--- src/rtl/i2c_xfer_sequencer_pkg.sv ---
// Shared types for the i2c transaction sequencer: FSM/phase enums, status codes,
// the latched request record and the write-phase payload builder.
package i2c_seq_pkg;

  typedef enum logic [2:0] {IDLE, CHECK, LAUNCH, WAIT_HI, WAIT_LO, RESP} state_t;
  typedef enum logic [1:0] {WR, PTR, RD} phase_t;

  localparam logic [1:0] ST_OK   = 2'b00;
  localparam logic [1:0] ST_NACK = 2'b01;
  localparam logic [1:0] ST_TMO  = 2'b10;
  localparam logic [1:0] ST_BAD  = 2'b11;

  typedef struct packed {
    logic        rw;
    logic [6:0]  dev;
    logic [7:0]  mem;
    logic [2:0]  len;
    logic [31:0] wdata;
  } req_t;

  // Pointer byte leads; byte k of wdata lands in the k-th slot, unused slots zero.
  function automatic logic [39:0] wr_payload(input req_t r);
    logic [39:0] d;
    d = {r.mem, 32'h0};
    for (int k = 0; k < 4; k++)
      if (k < int'(r.len)) d[31-8*k -: 8] = r.wdata[8*k +: 8];
    return d;
  endfunction

endpackage

--- src/rtl/i2c_xfer_sequencer_if.sv ---
// Host request/response plus i2c_top control pins, bundled for the sequencer.
interface i2c_xfer_sequencer_if;
  logic        req_valid, req_ready, req_rw;
  logic [6:0]  req_dev;
  logic [7:0]  req_mem;
  logic [2:0]  req_len;
  logic [31:0] req_wdata;
  logic        rsp_valid;
  logic [1:0]  rsp_status;
  logic [31:0] rsp_rdata;
  logic [6:0]  addr;
  logic        rw;
  logic [39:0] data_w;
  logic [3:0]  N_byte;
  logic        start;
  logic [7:0]  data_out;
  logic        valid_out, busy, erro_addr;

  modport master (
    input  req_valid, req_rw, req_dev, req_mem, req_len, req_wdata,
           data_out, valid_out, busy, erro_addr,
    output req_ready, rsp_valid, rsp_status, rsp_rdata,
           addr, rw, data_w, N_byte, start
  );

  modport slave (
    output req_valid, req_rw, req_dev, req_mem, req_len, req_wdata,
           data_out, valid_out, busy, erro_addr,
    input  req_ready, rsp_valid, rsp_status, rsp_rdata,
           addr, rw, data_w, N_byte, start
  );
endinterface

--- src/rtl/i2c_xfer_sequencer_timer.sv ---
// Clearable saturating cycle counter; expired stays high once TIMEOUT_CYC is reached.
module i2c_seq_timer #(
  parameter int TIMEOUT_CYC = 4096
) (
  input  logic clk,
  input  logic rst,
  input  logic clr,
  output logic expired
);
  localparam int W = $clog2(TIMEOUT_CYC + 1);

  logic [W-1:0] cnt;

  always_ff @(posedge clk) begin
    if (rst || clr)    cnt <= '0;
    else if (!expired) cnt <= cnt + W'(1);
  end

  assign expired = (cnt == W'(TIMEOUT_CYC));
endmodule

--- src/rtl/i2c_xfer_sequencer.sv ---
// Memory-style request sequencer in front of i2c_top: write = one transaction,
// read = pointer write then read; address-NACK retry, per-phase timeout, status report.
module i2c_xfer_sequencer
  import i2c_seq_pkg::*;
#(
  parameter int MAX_RETRY   = 2,
  parameter int TIMEOUT_CYC = 4096
) (
  input logic clk,
  input logic rst,
  i2c_xfer_sequencer_if.master bus
);

  state_t      state, state_n;
  phase_t      phase, phase_n;
  req_t        rq;
  logic [7:0]  retry;
  logic        nack;
  logic [2:0]  cnt, cnt_eff;
  logic [31:0] rdata;
  logic [1:0]  status, status_n;
  logic        in_wait, tmr_clr, tmo, nack_eff, byte_take, relaunch, accept;

  assign in_wait   = (state == WAIT_HI) || (state == WAIT_LO);
  assign accept    = (state == IDLE) && bus.req_valid;
  assign byte_take = (phase == RD) && in_wait && bus.valid_out && (cnt < rq.len);
  assign cnt_eff   = cnt + {2'b00, byte_take};
  // erro_addr in the busy-fall cycle still counts as a NACK for that phase
  assign nack_eff  = nack | (in_wait & bus.erro_addr);
  assign relaunch  = (state == WAIT_LO) && !bus.busy && nack_eff && (int'(retry) < MAX_RETRY);
  assign tmr_clr   = (state == LAUNCH) || ((state == WAIT_HI) && bus.busy);

  i2c_seq_timer #(.TIMEOUT_CYC(TIMEOUT_CYC)) u_timer (
    .clk     (clk),
    .rst     (rst),
    .clr     (tmr_clr),
    .expired (tmo)
  );

  always_ff @(posedge clk) begin
    if (rst) begin
      state  <= IDLE;
      phase  <= WR;
      status <= ST_OK;
      rq     <= '0;
      retry  <= '0;
      nack   <= 1'b0;
      cnt    <= '0;
      rdata  <= '0;
    end else begin
      state  <= state_n;
      phase  <= phase_n;
      status <= status_n;
      if (accept) begin
        rq    <= '{rw: bus.req_rw, dev: bus.req_dev, mem: bus.req_mem,
                   len: bus.req_len, wdata: bus.req_wdata};
        rdata <= '0;
        retry <= '0;
      end
      if (relaunch) retry <= retry + 8'd1;
      if (state == LAUNCH) begin
        nack <= 1'b0;
        cnt  <= '0;
      end else if (in_wait && bus.erro_addr) begin
        nack <= 1'b1;
      end
      if (byte_take) begin
        rdata[{cnt[1:0], 3'b000} +: 8] <= bus.data_out;
        cnt <= cnt_eff;
      end
    end
  end

  always_comb begin
    state_n  = state;
    phase_n  = phase;
    status_n = status;
    case (state)
      IDLE:    if (bus.req_valid) begin
                 state_n  = CHECK;
                 status_n = ST_OK;
               end
      CHECK:   if (rq.len == 3'd0 || rq.len > 3'd4) begin
                 state_n  = RESP;
                 status_n = ST_BAD;
               end else begin
                 state_n = LAUNCH;
                 phase_n = rq.rw ? PTR : WR;
               end
      LAUNCH:  state_n = WAIT_HI;
      WAIT_HI: if (bus.busy) state_n = WAIT_LO;
               else if (tmo) begin
                 state_n  = RESP;
                 status_n = ST_TMO;
               end
      WAIT_LO: if (!bus.busy) begin
                 if (nack_eff) begin
                   if (relaunch) state_n = LAUNCH;
                   else begin
                     state_n  = RESP;
                     status_n = ST_NACK;
                   end
                 end else begin
                   case (phase)
                     PTR: begin
                       state_n = LAUNCH;
                       phase_n = RD;
                     end
                     RD: begin
                       state_n  = RESP;
                       status_n = (cnt_eff < rq.len) ? ST_BAD : ST_OK;
                     end
                     default: begin
                       state_n  = RESP;
                       status_n = ST_OK;
                     end
                   endcase
                 end
               end else if (tmo) begin
                 state_n  = RESP;
                 status_n = ST_TMO;
               end
      RESP:    state_n = IDLE;
      default: state_n = IDLE;
    endcase
  end

  // Bus-side pins are driven only while a phase is in flight, zero otherwise.
  always_comb begin
    bus.addr   = '0;
    bus.rw     = 1'b0;
    bus.data_w = '0;
    bus.N_byte = '0;
    if (state == LAUNCH || in_wait) begin
      bus.addr = rq.dev;
      case (phase)
        WR: begin
          bus.data_w = wr_payload(rq);
          bus.N_byte = {1'b0, rq.len};
        end
        PTR: bus.data_w = {rq.mem, 32'h0};
        default: begin
          bus.rw     = 1'b1;
          bus.data_w = {rq.mem, 32'h0};
          bus.N_byte = {1'b0, rq.len - 3'd1};
        end
      endcase
    end
  end

  assign bus.start      = (state == LAUNCH);
  assign bus.req_ready  = (state == IDLE);
  assign bus.rsp_valid  = (state == RESP);
  assign bus.rsp_status = status;
  assign bus.rsp_rdata  = rdata;

endmodule
--- src/flat_wrapper.sv ---
// flat-port wrapper written by rule: the top's interface ports become plain ports
module i2c_xfer_sequencer_flat import i2c_seq_pkg::*;
#(
  parameter int MAX_RETRY   = 2,
  parameter int TIMEOUT_CYC = 4096
)
  (clk, rst, bus_req_valid, bus_req_rw, bus_req_dev, bus_req_mem, bus_req_len, bus_req_wdata, bus_data_out, bus_valid_out, bus_busy, bus_erro_addr, bus_req_ready, bus_rsp_valid, bus_rsp_status, bus_rsp_rdata, bus_addr, bus_rw, bus_data_w, bus_N_byte, bus_start);
  i2c_xfer_sequencer_if bus_i ();
  input logic clk;
  input logic rst;
  input wire logic [$bits(bus_i.req_valid)-1:0] bus_req_valid;
  input wire logic [$bits(bus_i.req_rw)-1:0] bus_req_rw;
  input wire logic [$bits(bus_i.req_dev)-1:0] bus_req_dev;
  input wire logic [$bits(bus_i.req_mem)-1:0] bus_req_mem;
  input wire logic [$bits(bus_i.req_len)-1:0] bus_req_len;
  input wire logic [$bits(bus_i.req_wdata)-1:0] bus_req_wdata;
  input wire logic [$bits(bus_i.data_out)-1:0] bus_data_out;
  input wire logic [$bits(bus_i.valid_out)-1:0] bus_valid_out;
  input wire logic [$bits(bus_i.busy)-1:0] bus_busy;
  input wire logic [$bits(bus_i.erro_addr)-1:0] bus_erro_addr;
  output wire logic [$bits(bus_i.req_ready)-1:0] bus_req_ready;
  output wire logic [$bits(bus_i.rsp_valid)-1:0] bus_rsp_valid;
  output wire logic [$bits(bus_i.rsp_status)-1:0] bus_rsp_status;
  output wire logic [$bits(bus_i.rsp_rdata)-1:0] bus_rsp_rdata;
  output wire logic [$bits(bus_i.addr)-1:0] bus_addr;
  output wire logic [$bits(bus_i.rw)-1:0] bus_rw;
  output wire logic [$bits(bus_i.data_w)-1:0] bus_data_w;
  output wire logic [$bits(bus_i.N_byte)-1:0] bus_N_byte;
  output wire logic [$bits(bus_i.start)-1:0] bus_start;
  assign bus_i.req_valid = bus_req_valid;
  assign bus_i.req_rw = bus_req_rw;
  assign bus_i.req_dev = bus_req_dev;
  assign bus_i.req_mem = bus_req_mem;
  assign bus_i.req_len = bus_req_len;
  assign bus_i.req_wdata = bus_req_wdata;
  assign bus_i.data_out = bus_data_out;
  assign bus_i.valid_out = bus_valid_out;
  assign bus_i.busy = bus_busy;
  assign bus_i.erro_addr = bus_erro_addr;
  assign bus_req_ready = bus_i.req_ready;
  assign bus_rsp_valid = bus_i.rsp_valid;
  assign bus_rsp_status = bus_i.rsp_status;
  assign bus_rsp_rdata = bus_i.rsp_rdata;
  assign bus_addr = bus_i.addr;
  assign bus_rw = bus_i.rw;
  assign bus_data_w = bus_i.data_w;
  assign bus_N_byte = bus_i.N_byte;
  assign bus_start = bus_i.start;
  i2c_xfer_sequencer #(.MAX_RETRY(MAX_RETRY), .TIMEOUT_CYC(TIMEOUT_CYC)) u_core (.clk(clk), .rst(rst), .bus(bus_i));
endmodule
--- config.mk ---
export PLATFORM = sky130hd
export DESIGN_NAME = i2c_xfer_sequencer_flat
export DESIGN_NICKNAME = d
export VERILOG_FILES = /design/src/rtl/i2c_xfer_sequencer_pkg.sv /design/src/rtl/i2c_xfer_sequencer_if.sv /design/src/rtl/i2c_xfer_sequencer_timer.sv /design/src/rtl/i2c_xfer_sequencer.sv /design/src/flat_wrapper.sv
export SDC_FILE = /design/constraint.sdc
export NUM_CORES = 1
export LEC_CHECK = 0
export BUFFER_PORTS_ARGS = -buffer_cell sky130_fd_sc_hd__clkbuf_2
export CORE_MARGIN = 2
export CORE_UTILIZATION = 50
export DETAILED_ROUTE_END_ITERATION = 8
export GPL_ROUTABILITY_DRIVEN = 0
export GPL_TIMING_DRIVEN = 0
export PLACE_DENSITY_LB_ADDON = 0.1
export REMOVE_ABC_BUFFERS = 1
export SYNTH_ARGS = -nofsm -noshare
export SYNTH_HDL_FRONTEND = slang
export SYNTH_SLANG_ARGS = --single-unit
--- constraint.sdc ---
create_clock -name clk -period 9.1 [get_ports clk]
set_input_delay 1.82 -clock clk [delete_from_list [all_inputs] [get_ports clk]]
set_output_delay 1.82 -clock clk [all_outputs]
set_load 0.1 [all_outputs]
* Word level (Yosys, flattened, before mapping)
Cells that the tools add are included.
** Cells by class
- Add/sub/neg operators :: 5
- Reductions and logical operators :: 26
- Muxes and demuxes :: 44
- Order comparisons :: 8
- Bitwise operators :: 2
- Equal/unequal tests :: 17
- Shift-type cells :: 2
** Operator list (count)
- $mux 32 :: 4
- $mux 8 :: 6
- $mux 40 :: 1
- $bwmux 32 :: 1
- $shift 8x7->32 const A :: 1
- $shiftx 8x7->32 :: 1
- $mux 3 :: 10
- $mux 2 :: 12
- $pmux 3 s5 :: 1
- $add 13x1->13 const B :: 1
- $eq 13x13->1 const B :: 1
- $ne 2x2->1 const B :: 6
- $logic_and 1x1->1 :: 9
- $add 8x1->8 const B :: 1
- $lt 8x2->1 const B :: 1
- $pmux 2 s2 :: 2
- $pmux 2 s4 :: 1
- $mux 7 :: 1
- $neg 5->7 :: 1
- $eq 3x2->1 const B :: 2
- $eq 3x3->1 const B :: 2
- $logic_not 3->1 :: 2
- $lt 1x3->1 const A :: 2
- $lt 2x3->1 const A :: 2
- 23 further kinds :: 33
** Word-level totals
- Flip-flop bits (word level) :: 115
- Word-level logic and storage cells :: 117

* Depth between registers and ports, before layout
Gate-level depths: netlist of the first run.
- Depth in word-level cells :: 12
- Gate-level depth with buffers :: 15

* Cells and area by module
A second synthesis of the first run with hierarchy kept.
** Unflattened totals
- Cell total of the unflattened synthesis :: 657
- Area, all modules :: 5506.5 um2
** By module, submodules not included
- i2c_xfer_sequencer :: times used 1, seq. area each 2042.0 um2, cells each 579, area an instance 4837.1 um2
- i2c_seq_timer :: times used 1, seq. area each 260.2 um2, cells each 78, area an instance 669.4 um2

* Worst setup path before layout of the first run
OpenSTA, ideal clock, no wires.
- Path kind :: register to output
- Start point :: register u_core.state[0]
- End point :: output port bus_rsp_valid
- Path buffers :: 1
- Stages on the path, launching flop included :: 4
- Arrival time :: 2805 ps
- Setup slack :: 4475 ps
- Cells stage by stage :: dfxtp_1 -> clkbuf_1 -> inv_1 -> nor3_1
** Between the ends
- Cells in the longest elaborated chain, start to end :: 1
** Ends and longest elaborated chain
- from (decl) :: RTL line i2c_xfer_sequencer.sv:14 : state_t state, state_n;
- from (signal assigned) :: RTL line i2c_xfer_sequencer.sv:51 : state <= state_n;
- $eq 3x3->1 :: RTL line i2c_xfer_sequencer.sv:153 : assign bus.rsp_valid = (state == RESP);
- to (decl) :: RTL line flat_wrapper.sv:22 : output wire logic [$bits(bus_i.rsp_valid)-1:0] bus_rsp_valid;
Every way passes these cells.

* Worst setup path after layout of the first run
- Start point :: register u_core.state[2]
- End point :: output port bus_data_w[19]
** Between the ends
- Cells in the longest elaborated chain, start to end :: 4
** Ends and longest elaborated chain
- $eq 3x2->1 or $eq 3x3->1 (tied branches) :: RTL line i2c_xfer_sequencer.sv:24 : assign in_wait = (state == WAIT_HI) || (state == WAIT_LO);
- $logic_or 1x1->1 :: RTL line i2c_xfer_sequencer.sv:24
- $logic_or 1x1->1 * :: RTL line i2c_xfer_sequencer.sv:134 : if (state == LAUNCH || in_wait) begin
- $mux 40 * :: RTL line i2c_xfer_sequencer.sv:134
- to (decl) :: RTL line flat_wrapper.sv:27 : output wire logic [$bits(bus_i.data_w)-1:0] bus_data_w;
Mark *: on every way between the ends. The rest lies on a longest branch, timed or not.

==> results of run 1 <==
## Yosys cell counts, types with 4 or more instances
cell type / number
sky130_fd_sc_hd__o21ai_0: 4
sky130_fd_sc_hd__nor2b_1: 19
sky130_fd_sc_hd__nor2_1: 30
sky130_fd_sc_hd__ha_1: 17
sky130_fd_sc_hd__and2_1: 34
sky130_fd_sc_hd__nor3_1: 10
sky130_fd_sc_hd__a22o_1: 9
sky130_fd_sc_hd__dfxtp_1: 115
sky130_fd_sc_hd__nor4_1: 5
sky130_fd_sc_hd__nand3_1: 36
sky130_fd_sc_hd__nand2b_1: 6
sky130_fd_sc_hd__xor2_1: 9
sky130_fd_sc_hd__nand3b_1: 5
sky130_fd_sc_hd__a21oi_1: 88
sky130_fd_sc_hd__nand2_1: 112
sky130_fd_sc_hd__xnor2_1: 4
sky130_fd_sc_hd__clkbuf_1: 34
sky130_fd_sc_hd__nand4_1: 25
sky130_fd_sc_hd__inv_1: 13
sky130_fd_sc_hd__a22oi_1: 4
sky130_fd_sc_hd__and3_1: 10
## area by class of cell
class                           count  area (um^2)  share of cell area [%]
Inverter                           14         52.6                   0.788
Tap cell                          136          170                    2.55
Sequential cell                   115         2300                    34.5
Multi-Input combinational cell    474         2740                    41.0
Clock buffer                       18          428                    6.42
Timing Repair Buffer              154          803                    12.0
Clock inverter                     14          176                    2.65
## metrics by stage
stage	worst slack, ns	util [%]	std cells
2_1_floorplan	3.92	-	603
3_3_place_gp	4.49	58.5	891
3_5_place_dp	4.44	59.0	893
4_1_cts	4.21	64.9	925
5_1_grt	3.88	64.9	925
6_report	4.19	64.9	925
## where the power goes
| group | switching, uW | internal, uW | leakage [uW] |
|---|---|---|---|
| logic | 400 | 140 | 0.00158 |
| registers | 50.6 | 567 | 0.000934 |
| clock network | 243 | 426 | 0.000280 |
| total | 693 | 1130 | 0.00280 |
## path summary, 6_finish.rpt
check                       start                  endpoint  slack, ns  depth (start not counted)
setup reg to reg  u_core.state[2]  u_core.bus.rsp_status[1]       5.15                         12
hold reg to reg     u_core.rq[31]             u_core.rq[31]       0.45                          2
hold / removal      u_core.rq[31]             u_core.rq[31]       0.45                          2
setup / recovery  u_core.state[2]            bus_data_w[19]       4.19                          5
## registers in the layout, indices dropped and copies added, names as in the netlist
register / flops
u_core.cnt: 3
u_core.phase: 2
u_core.nack: 1
u_core.rq: 51
u_core.bus.rsp_status: 2
u_core.retry: 8
u_core.u_timer.cnt: 13
u_core.state: 3
u_core.bus.rsp_rdata: 32
## metal layers
| metal | vias to the layer above | track usage (%) | wire [um] | part of all wire, % |
|---|---|---|---|---|
| met3 | 31 | 5.71 | 774 | 5.8 |
| met5 | - | 0 | 0 | 0 |
| met2 | 184 | 40.4 | 6640 | 50 |
| met1 | 2377 | 28.5 | 5630 | 42 |
| li1 | 2507 | - | - | - |
| met4 | 0 | 10.4 | 277 | 2.1 |
## cells by family (layout without fill, tap and decap cells)
| group | count (synthesis) | count (layout) | synth area share (%) |
|---|---|---|---|
| AND/OR/NAND/NOR | 305 | 305 | 29.2 |
| AO/OA/AOI/OAI | 135 | 135 | 15.8 |
| flip-flops | 115 | 115 | 43.7 |
| buffers and inverters | 56 | 200 | 4.49 |
| adder cells (fa/ha/maj) | 17 | 17 | 4.04 |
| XOR/XNOR | 13 | 13 | 2.16 |
| multiplexers | 3 | 3 | 0.594 |
| other | 1 | 1 | 0.0712 |
## critical path, delay by kind of cell (launching register included)
kind	cells	cell delay [ns]
flip-flops	1	0.50
AND/OR/NAND/NOR	2	0.84
buffers and inverters	1	0.45
AO/OA/AOI/OAI	2	0.79
==> metrics list, run 1 <==
* Remaining global-route overflow: 0
- The completed layout was analyzed and its total power is 1830 uW.
- Worst path arrival time: 3.09 ns
- Unique masters post-synth: 56
* Crit share post-route: 54.0%
- Summed over all cells, the static leakage comes to 0.00280 uW.
- The synthesized design contains 115 register bits.
- During synthesis, Yosys emitted a total of 0 warnings.
* Hold violation count in the final report: 0
- Hold slack final: 0.448 ns
* Detail-routed via count per cell: 5.51
- Wire length of the first global-routing pass: 22,000 um
- From synthesis to final layout, the design area changed by 26.6%.
- The die covers 11,400 um^2.
- For this run, the total global-route usage over all layers was measured as 23.8%.
* Maximum number of pins on one net before global-route repair: 82
- Setup violations remaining at the end of the flow were counted as 0.
- Max-cap violations: 0
- Summing over every cut layer, the via total after detailed routing is 5,099.
- Setup total negative slack on the finished layout was measured at 0 ns.
* Startpoint-to-endpoint class of the critical path: flip-flop to primary output
- Buffers inserted to repair hold after CTS numbered 0.
- Once detail routing completed, the nets flagged for antenna violations numbered 0.
- In this run the cell area measured after placement is 6060 um^2.
* Post-Synthesis Mean Instance Area: 8.16 um^2
* Net total in the final layout: 858
- The routed design could run at a clock period as short as 4.91 ns.
* Clk Latency, worst-skew pair: 0.51 ns
- # diodes: 0
- By area the synthesized netlist is led by sky130_fd_sc_hd__dfxtp_1 (44%), sky130_fd_sc_hd__a21oi_1 (8.4%), sky130_fd_sc_hd__nand2_1 (8.0%).
- Core area: 10,300 um^2
* Vias in the first global route: 4,960
- The HPWL after detailed placement is 9190 um.
- Finished layout cell area: 6670 um^2
* Fraction of layout cells with a size suffix above 1: 25.0%
- Number of rows created at floorplan: 37
* Drt first-iter violations: 279
* Final routed wire length divided by cell count: 14.4 um
- Worst slew margin relative to its limit: 18.4%
* Kind of start point of the critical path: flip-flop
* Endpoint required time on the critical path: 7.28 ns
* Worst Max-Slew Pin Slew: 1.22 ns
* DRT Wirelength: 13,300 um
* Max Transition Viols Final: 0
- The floorplan step set the die width to 107 um.
* Count of flip-flops with a built-in enable after synthesis: 0
* Proportion of register bits with asynchronous set or reset after synthesis: 0%
- Die extent in y: 107 um
- The first detailed-routing pass ran for 5 iterations.
* Inserted Clock Buffers: 17
- The number of setup buffers added after CTS is 0.
* Starting utilization of the core area: 51.2%
- TritonCTS built the clock tree.
- In the routed design, unresolved DRC markers number 0.
- The H-tree was split into 4 levels.
* Result of the run: finished clean
* Crit. End Element: primary output
- Critical-path cell list: nor3b_1 > o21ai_1 > a21oi_1 > and2_1 > clkbuf_2
- The cell area that synthesis handed to floorplanning was 5270 um^2.
* Buffer depth of the longest clock path: 2
- RSZ-0062 raised after global routing: no
- Achievable frequency: 204 MHz
* Top-area cell type share of the netlist area: 43.7%
- Worst IR Drop VDD: 350 uV
* Root Buffer: sky130_fd_sc_hd__clkbuf_8
* Max incr delay on CP: 0.62 ns
* Hold WC Path Type: flip-flop to flip-flop
- Among all flip-flop cells after synthesis, the most frequent one is sky130_fd_sc_hd__dfxtp_1.
- Power spread over the standard cell area amounts to 274 nW/um^2.
* Fin Clk Skew: 0.0151 ns
- Critical-path cell with the highest stage delay: sky130_fd_sc_hd__nor3b_1
- The count of buffers added on input and output ports is 152.
- Initial antenna violation count: 0
- Of all nets on the critical path, the largest fanout is 11.
* Fill cell total of the finished layout: 924
* Commonest non-fill, non-tap cells in the layout: sky130_fd_sc_hd__clkbuf_2 (151), sky130_fd_sc_hd__dfxtp_1 (115), sky130_fd_sc_hd__nand2_1 (111)
- The number of gates resized after CTS was 0.
- Summing the sequential cell areas from Yosys gives 43.7% of the chip area.
* CTS clk-pin slew, worst paths: 0.06 ns
- CTS Sinks: 115
* I/O Pins: 154
- Instance count of the mapped netlist: 645
- Largest area contributor in the netlist: sky130_fd_sc_hd__dfxtp_1
- Most common cell after layout, fill and taps aside: sky130_fd_sc_hd__clkbuf_2
No activity file was read; power rests on OpenSTA's default activity.
==> inputs of run 2 (changes only) <==
--- a/config.mk
+++ b/config.mk
@@ -5,9 +5,10 @@
 export SDC_FILE = /design/constraint.sdc
 export NUM_CORES = 1
 export LEC_CHECK = 0
+export ABC_AREA = 1
 export BUFFER_PORTS_ARGS = -buffer_cell sky130_fd_sc_hd__clkbuf_2
 export CORE_MARGIN = 2
-export CORE_UTILIZATION = 50
+export CORE_UTILIZATION = 47
 export DETAILED_ROUTE_END_ITERATION = 8
 export GPL_ROUTABILITY_DRIVEN = 0
 export GPL_TIMING_DRIVEN = 0
==> constraint.sdc (replaced) <==
create_clock -name clk -period 4 [get_ports clk]
set_input_delay 0.8 -clock clk [delete_from_list [all_inputs] [get_ports clk]]
set_output_delay 0.8 -clock clk [all_outputs]
set_load 0.1 [all_outputs]
==> metrics list, run 2 <==
* Dominant combinational cell family by area after synthesis: simple AND/OR/NAND/NOR gates
* Hold-fix buffers at CTS: 0 (unchanged)
- The first-pass GRT wire length is 22,500 um (+2.3%).
- The number of antenna cells inserted was 0 (unchanged).
* Setup repair bufs after CTS: 0 (unchanged)
- Max incr delay on CP: 0.46 ns (-0.16 ns)
- Finished layout cell area: 6950 um^2 (+4.2%)
- Post-DP HPWL: 9370 um (+1.9%)
- Post-synthesis instance area: 5530 um^2 (+5.1%)
- Leaving out fill and tap cells, the most frequent cell in the layout is sky130_fd_sc_hd__nand2_1.
- Instance count of the mapped netlist: 811 (+26%)
- The count of antenna-violating nets left after detailed routing is 0 (unchanged).
* Largest register by flop count: u_core.rq
* Min-Delay Endpoint: u_core.retry[6]
* Crit path buffers/inverters: 4 (+3)
- DRT Wirelength: 13,700 um (+2.5%)
* Minimum clock period after layout: 3.61 ns
- Sequential element share of the synthesized area: 41.6% (-2.1 points)
* P&R area growth vs syn: 25.6%
* Max-cap violations: 0 (unchanged)
- Compound-cell area share of the yosys netlist: 14.2% (-1.6 points)
- The worst path arrival time is 2.81 ns (-0.28 ns).
- The startpoint identified for the worst hold timing path is u_core.retry[6].
- Count of flip-flops with a built-in enable after synthesis: 0 (unchanged)
- The power density relative to cell area is 667 nW/um^2 (+140%).
* Kind of start point of the critical path: flip-flop
* Setup slack after layout: 0.385 ns (-3.80 ns)
* Register-to-Register Path Depth: 18 (+6)
* Highest fanout seen on the critical path: 27 (+16)
- Setup repair after global routing left no endpoint under its margin.
- Remaining global-route overflow: 0 (unchanged)
- Leading register cell type out of synthesis: sky130_fd_sc_hd__dfxtp_1
- Core area: 11,500 um^2 (+12%)
* Capturing point of the worst reg2reg path: u_core.bus.rsp_status[1]
- The via count came to 5,434 (+6.6%).
* Share of synthesized cell area in and, or, nand and nor gates: 29.7% (+0.54 points)
- I/O Pins: 154 (unchanged)
- Based on the critical path, the design can be clocked at up to 277 MHz.
* Instance area after placement: 6340 um^2 (+4.6%)
- The worst relative slew slack was 18.8% (+0.40 points).
* Clock tree from TritonCTS: built
* Detail-routed via count per cell: 4.92 (-11%)
- Die outline width: 113 um (+5.5%)
* Die extent in y: 113 um (+5.5%)
- The count of port buffers added during placement is 152 (unchanged).
- Net total in the final layout: 1,030 (+20%)
- Static leakage: 0.00347 uW (+24%)
- All-layer global routing usage: 21.8% (-2.0 points)
- Top-area cell type share of the netlist area: 41.6% (-2.1 points)
* Startpoint of the lowest-slack register-to-register path: u_core.rq[33]
- Flop-to-flop setup slack: 1.12 ns (-4.03 ns)
- The layout cell share with drive strength beyond 1 came to 20.8% (-4.2 points).
* Starting utilization of the core area: 48.2% (-3.0 points)
* Synthesis Warnings: 0 (unchanged)
- The synthesized area per cell came to 6.82 um^2 (-16%).
- The number of setup violations in the final report was 0 (unchanged).
- The routed wire length per instance was 12.4 um (-14%).
- Total negative slack: 0 ns (unchanged)
* Worst IR Drop VDD: 592 uV (+69%)
* Unique masters post-synth: 32 (-43%)
- The number of rows created at floorplan is 39 (+5.4%).
- Initial antenna violation count: 0 (unchanged)
* Critical path's top delay family: buffers and inverters
- Crit. End Element: primary output
- The critical path goes through inv_2 > nand2_1 > nand2_1 > nand2_2 > nand2_2 > inv_2 > nand3_1 > inv_1 > clkbuf_2.
- Pre-CTS setup slack: 0.740 ns (-3.70 ns)
* Clk Latency, worst-skew pair: 0.42 ns (-0.09 ns)
- Most frequent cells after synthesis: sky130_fd_sc_hd__nand2_1 (204), sky130_fd_sc_hd__dfxtp_1 (115), sky130_fd_sc_hd__a21oi_1 (108)
- The fraction of synthesis flops using an asynchronous set or reset pin is 0% (unchanged).
* CTS Sinks: 115 (unchanged)
- The maximum buffer depth of the clock tree was 2 (unchanged).
- Yosys attributes the largest share of cell area to sky130_fd_sc_hd__dfxtp_1 (42%), sky130_fd_sc_hd__nand2_1 (14%), sky130_fd_sc_hd__a21oi_1 (9.8%).
* Max Transition Viols Final: 0 (unchanged)
- The minimum hold slack was 0.441 ns (-0.00725 ns).
- Yosys instantiated no cell more often than sky130_fd_sc_hd__nand2_1.
- The tree is rooted in a sky130_fd_sc_hd__clkbuf_16.
- CTS H-tree lvls: 4 (unchanged)
* Result of the run: finished clean
- CTS clk-pin slew, worst paths: 0.05 ns (about the same)
* Worst Max-Slew Pin Slew: 1.22 ns (-0.00283 ns)
* Register bit total from synthesis: 115 (unchanged)
* Drt first-iter violations: 294 (+5.4%)
- Inserted Clock Buffers: 17 (unchanged)
- In the layout the commonest cells are sky130_fd_sc_hd__nand2_1 (204), sky130_fd_sc_hd__clkbuf_2 (151), sky130_fd_sc_hd__dfxtp_1 (115).
- The instance count along the most critical hold path was 2 (unchanged).
* Vias in the first global route: 4,774 (-3.8%)
- The setup path with the least slack is of type flip-flop to primary output.
* Drt drc: 0 (unchanged)
- Largest area contributor in the netlist: sky130_fd_sc_hd__dfxtp_1
- Crit share post-route: 90.4%
- The number of search-and-repair iterations in the first detailed-routing pass came to 4 (-1).
* Hold WC Path Type: flip-flop to flip-flop
* Proportion of synthesized area in mux cells: 0% (-0.59 points)
- The data required time at the worst endpoint is 3.20 ns (-4.08 ns).
* Number of flip-flops under the largest register name: 51 (unchanged)
* Post-synthesis share of cell area spent on xor and xnor gates: 0.475% (-1.7 points)
- The maximum number of pins on one net before global-route repair is 73 (-11%).
* Die Area: 12,700 um^2 (+11%)
- Adder-Cell Fraction of Synth Area: 3.84% (-0.19 points)
* Hold violation count in the final report: 0 (unchanged)
- The post-cts repair resize count came to 0 (unchanged).
* Fin Clk Skew: 0.0133 ns (-0.00175 ns)
- The largest individual stage delay along the critical path comes from the cell sky130_fd_sc_hd__clkbuf_2.
- The number of inserted filler cells in the final layout was 1,155 (+25%).
-- run 2: stage by stage --
| stage | power [uW] | std cells | util, % |
|---|---|---|---|
| after floorplan | 2720 | 776 | - |
| after global placement | 3100 | 1071 | 55.0 |
| after detailed placement | 3130 | 1072 | 55.3 |
| after CTS | 4680 | 1104 | 60.6 |
| after global routing | 4920 | 1104 | 60.6 |
| final | 4640 | 1104 | 60.6 |
-- run 2: kinds of logic after synthesis --
logic type / Yosys count
AOI/OAI and AO/OA: 154
xor gates and xnor gates: 3
adders and majority gates: 17
buffers and inverters: 140
DFF: 115
other: 1
and+or+nand+nor: 381
-- run 2: layer usage --
layer / wire (um) / part of all wire (%) / global-route usage [%] / up-vias
met2: 6180 / 45 / 32.9 / 160
met1: 6330 / 46 / 28.4 / 2371
met3: 972 / 7.1 / 8.75 / 12
met5: 0 / 0 / 0 / -
met4: 182 / 1.3 / 7.32 / 0
li1: - / - / - / 2891
-- run 2: cell type report --
cell class | instances | area (um^2) | share of cell area (%)
Clock buffer | 22 | 474 | 6.83
Clock inverter | 10 | 130 | 1.87
Inverter | 105 | 397 | 5.71
Timing Repair Buffer | 153 | 791 | 11.4
Tap cell | 143 | 179 | 2.58
Sequential cell | 115 | 2300 | 33.1
Multi-Input combinational cell | 556 | 2680 | 38.5
-- run 2: where the power goes --
group / internal [uW] / switching (uW) / leakage (uW)
clock: 1020 / 511 / 0.000296
combinational: 362 / 1320 / 0.00224
sequential: 1310 / 105 / 0.000936
total: 2700 / 1940 / 0.00347
-- run 2: how the worst max path moves through the flow --
stage | depth (start not counted) | slack (ns) | start | to
detailed placement | 6 | 0.74 | rst | u_core.u_timer.cnt[1]
global route | 8 | 0.14 | u_core.state[2] | bus_data_w[29]
CTS | 8 | 0.36 | u_core.state[0] | bus_data_w[10]
floorplan | 8 | -0.40 | u_core.state[0] | u_core.retry[2]
finish | 9 | 0.39 | u_core.state[2] | bus_data_w[29]
global placement | 6 | -0.14 | bus_req_valid | u_core.retry[2]
-- run 2: worst min-delay path, delay by kind of cell (launching register included) --
family | cells | cell delay, ns
flip-flops | 1 | 0.29
buffers and inverters | 1 | 0.06
AND/OR/NAND/NOR | 1 | 0.05
==> inputs of run 3 (changes only) <==
--- a/config.mk
+++ b/config.mk
@@ -5,7 +5,6 @@
 export SDC_FILE = /design/constraint.sdc
 export NUM_CORES = 1
 export LEC_CHECK = 0
-export ABC_AREA = 1
 export BUFFER_PORTS_ARGS = -buffer_cell sky130_fd_sc_hd__clkbuf_2
 export CORE_MARGIN = 2
 export CORE_UTILIZATION = 47
==> metrics list, run 3 (same netlist as run 1, synthesis figures left out) <==
- Inserted Clock Buffers: 17 (unchanged)
- Vias in the first global route: 4,544 (-4.8%)
- Worst slew margin relative to its limit: 17.2% (-1.6 points)
- Post-DP HPWL: 9110 um (-2.8%)
- Post_cts resized: 0 (unchanged)
- Max-cap violations: 0 (unchanged)
- The startpoint identified for the worst hold timing path is u_core.rq[41].
- Worst IR Drop VDD: 526 uV (-11%)
- P&R area growth vs syn: 26.4%
- Total power divided by cell area: 615 nW/um^2 (-7.9%)
* DRT Wirelength: 13,300 um (-2.5%)
- Startpoint-to-endpoint class of the critical path: flip-flop to flip-flop
- # diodes: 0 (unchanged)
* Die Area: 12,100 um^2 (-4.6%)
- Drt first-iter violations: 284 (-3.4%)
* Final routed wire length divided by cell count: 14.3 um (+16%)
- The core region area was 10,900 um^2 (-5.1%).
- Hold WC Path Type: flip-flop to flip-flop
* Crit. End Element: flip-flop
- Max Transition Viols Final: 0 (unchanged)
* Die outline width: 110 um (-2.4%)
* Critical-path cell with the highest stage delay: sky130_fd_sc_hd__or3b_1
- The largest clock skew in the final design was 0.00496 ns (-0.00839 ns).
- The final global-route overflow total came to 0 (unchanged).
- The maximum buffer depth of the clock tree was 2 (unchanged).
- Setup repair after global routing could not meet its margin everywhere.
- Count of antenna-violating nets left after detailed routing: 0 (unchanged)
- The via count was 4,942 (-9.1%).
- The total routing resource utilization after global routing is 22.2% (+0.49 points).
* Total negative slack: 0 ns (unchanged)
- Largest register by flop count: u_core.rq
* Clk Latency, worst-skew pair: 0.53 ns (+0.11 ns)
- Starting utilization of the core area: 48.4% (+0.12 points)
* Worst path arrival time: 4.28 ns (+1.47 ns)
- The data required time at the worst endpoint was 4.47 ns (+1.27 ns).
* Clock tree from TritonCTS: built
- Critical-path cell list: or3b_1 > a2111oi_4 > o21ai_2 > inv_6 > ha_1 > ha_1 > xor2_1 > ha_1 > o21a_1 > a211o_1 > o41ai_1 > o2111a_1
* Highest fanout seen on the critical path: 32 (+19%)
* Drt pass-1 iters: 4 (unchanged)
- The number of sinks handled by clock tree synthesis was 115 (unchanged).
* Setup violation total in the final timing report: 0 (unchanged)
- The maximum number of pins on one net before global-route repair came to 82 (+12%).
- The worst register-to-register path begins at u_core.state[2].
- The first-pass GRT wire length is 20,900 um (-7.0%).
- Worst Max-Slew Pin Slew: 1.24 ns (+0.0212 ns)
- Crit share post-route: 95.2% (+4.9 points)
* Root Buffer: sky130_fd_sc_hd__clkbuf_8
* Fraction of layout cells with a size suffix above 1: 24.6% (+3.8 points)
* Fill cell total of the finished layout: 968 (-16%)
- The hold violation count in the final report was 0 (unchanged).
- The worst setup path is launched from a flip-flop.
- Initial antenna violation count: 0 (unchanged)
- Most common cell after layout, fill and taps aside: sky130_fd_sc_hd__clkbuf_2
- CTS H-tree lvls: 4 (unchanged)
* Critical path's top delay family: compound AO/OA/AOI/OAI gates
* Minimum clock period after layout: 3.81 ns (+0.195 ns)
- The top achievable clock speed was 263 MHz (-5.1%).
- The count of port buffers added during placement came to 152 (unchanged).
* Die extent in y: 110 um (-2.4%)
* Area of the multi-input gates: 2740 um^2 (+2.5%)
* Hold slack final: 0.447 ns (+0.00626 ns)
- The post-detailed-route DRC marker count is 0 (unchanged).
* Reg area: 2300 um^2 (unchanged)
* Number of rows created at floorplan: 38 (-2.6%)
- The final net count is 858 (-17%).
- Detail-routed via count per cell: 5.33 (+8.2%)
* Result of the run: finished clean
* I/O Pins: 154 (unchanged)
- Commonest non-fill, non-tap cells in the layout: sky130_fd_sc_hd__clkbuf_2 (151), sky130_fd_sc_hd__dfxtp_1 (115), sky130_fd_sc_hd__nand2_1 (111)
- The delay of the slowest critical-path stage was 0.54 ns (+0.08 ns).
- The hold buffer count at cts was 0 (unchanged).
* CTS clk-pin slew, worst paths: 0.05 ns (about the same)
- Crit path launch: u_core.state[2]
* Static leakage: 0.00281 uW (-19%)
- Number of flip-flops under the largest register name: 51 (unchanged)
- The count of buffer and inverter cells on the critical path was 1 (-3).
- Setup repair bufs after CTS: 0 (unchanged)
- In this design, the critical path's most frequently occurring cell is sky130_fd_sc_hd__ha_1.
-- run 3: layout make-up --
class | instances | share of cell area [%]
inverters | 14 | 0.865
flip-flops and latches | 115 | 34.6
repair buffers | 154 | 12.1
clock buffers | 28 | 8.05
well taps | 140 | 2.63
multi-input cells | 474 | 41.2
clock inverters | 3 | 0.602
-- run 3: power by group --
group | switching, uW | internal (uW) | total (uW)
Sequential | 117 | 1290 | 1410
Combinational | 917 | 320 | 1240
Clock | 495 | 951 | 1450
Total | 1530 | 2560 | 4090
-- run 3: through the flow --
| step | instances | util [%] | area (um^2) | power, uW | setup WS [ns] |
|---|---|---|---|---|---|
| finish | 928 | 61.1 | 6660 | 4090 | 0.191 |
| global route | 928 | 61.1 | 6660 | 4290 | -0.0442 |
| CTS | 928 | 61.0 | 6650 | 4120 | 0.00718 |
| detailed placement | 897 | 55.7 | 6070 | 2660 | 0.156 |
| global placement | 895 | 55.3 | 6020 | 2610 | 0.183 |
| floorplan | 603 | - | 5080 | 2330 | -1.18 |
-- run 3: layer usage --
layer / GRT usage [%] / up-vias / wire length, um
met5: 0 / - / 0
met4: 9.67 / 0 / 250
met3: 5.87 / 22 / 890
met2: 36.8 / 164 / 6330
met1: 27.1 / 2252 / 5840
li1: - / 2504 / -
-- run 3: worst paths after layout --
path / end / slack, ns / cells after the start
min: u_core.rq[41] / 0.45 / 2
max: u_core.bus.rsp_status[1] / 0.19 / 12
max reg2reg: u_core.bus.rsp_status[1] / 0.19 / 12
min reg2reg: u_core.rq[41] / 0.45 / 2
-- run 3: worst min-delay path: stages, from the launching register on --
cell,delay [ns]
sky130_fd_sc_hd__dfxtp_1,0.30
sky130_fd_sc_hd__nand2_1,0.05
sky130_fd_sc_hd__a21oi_1,0.05
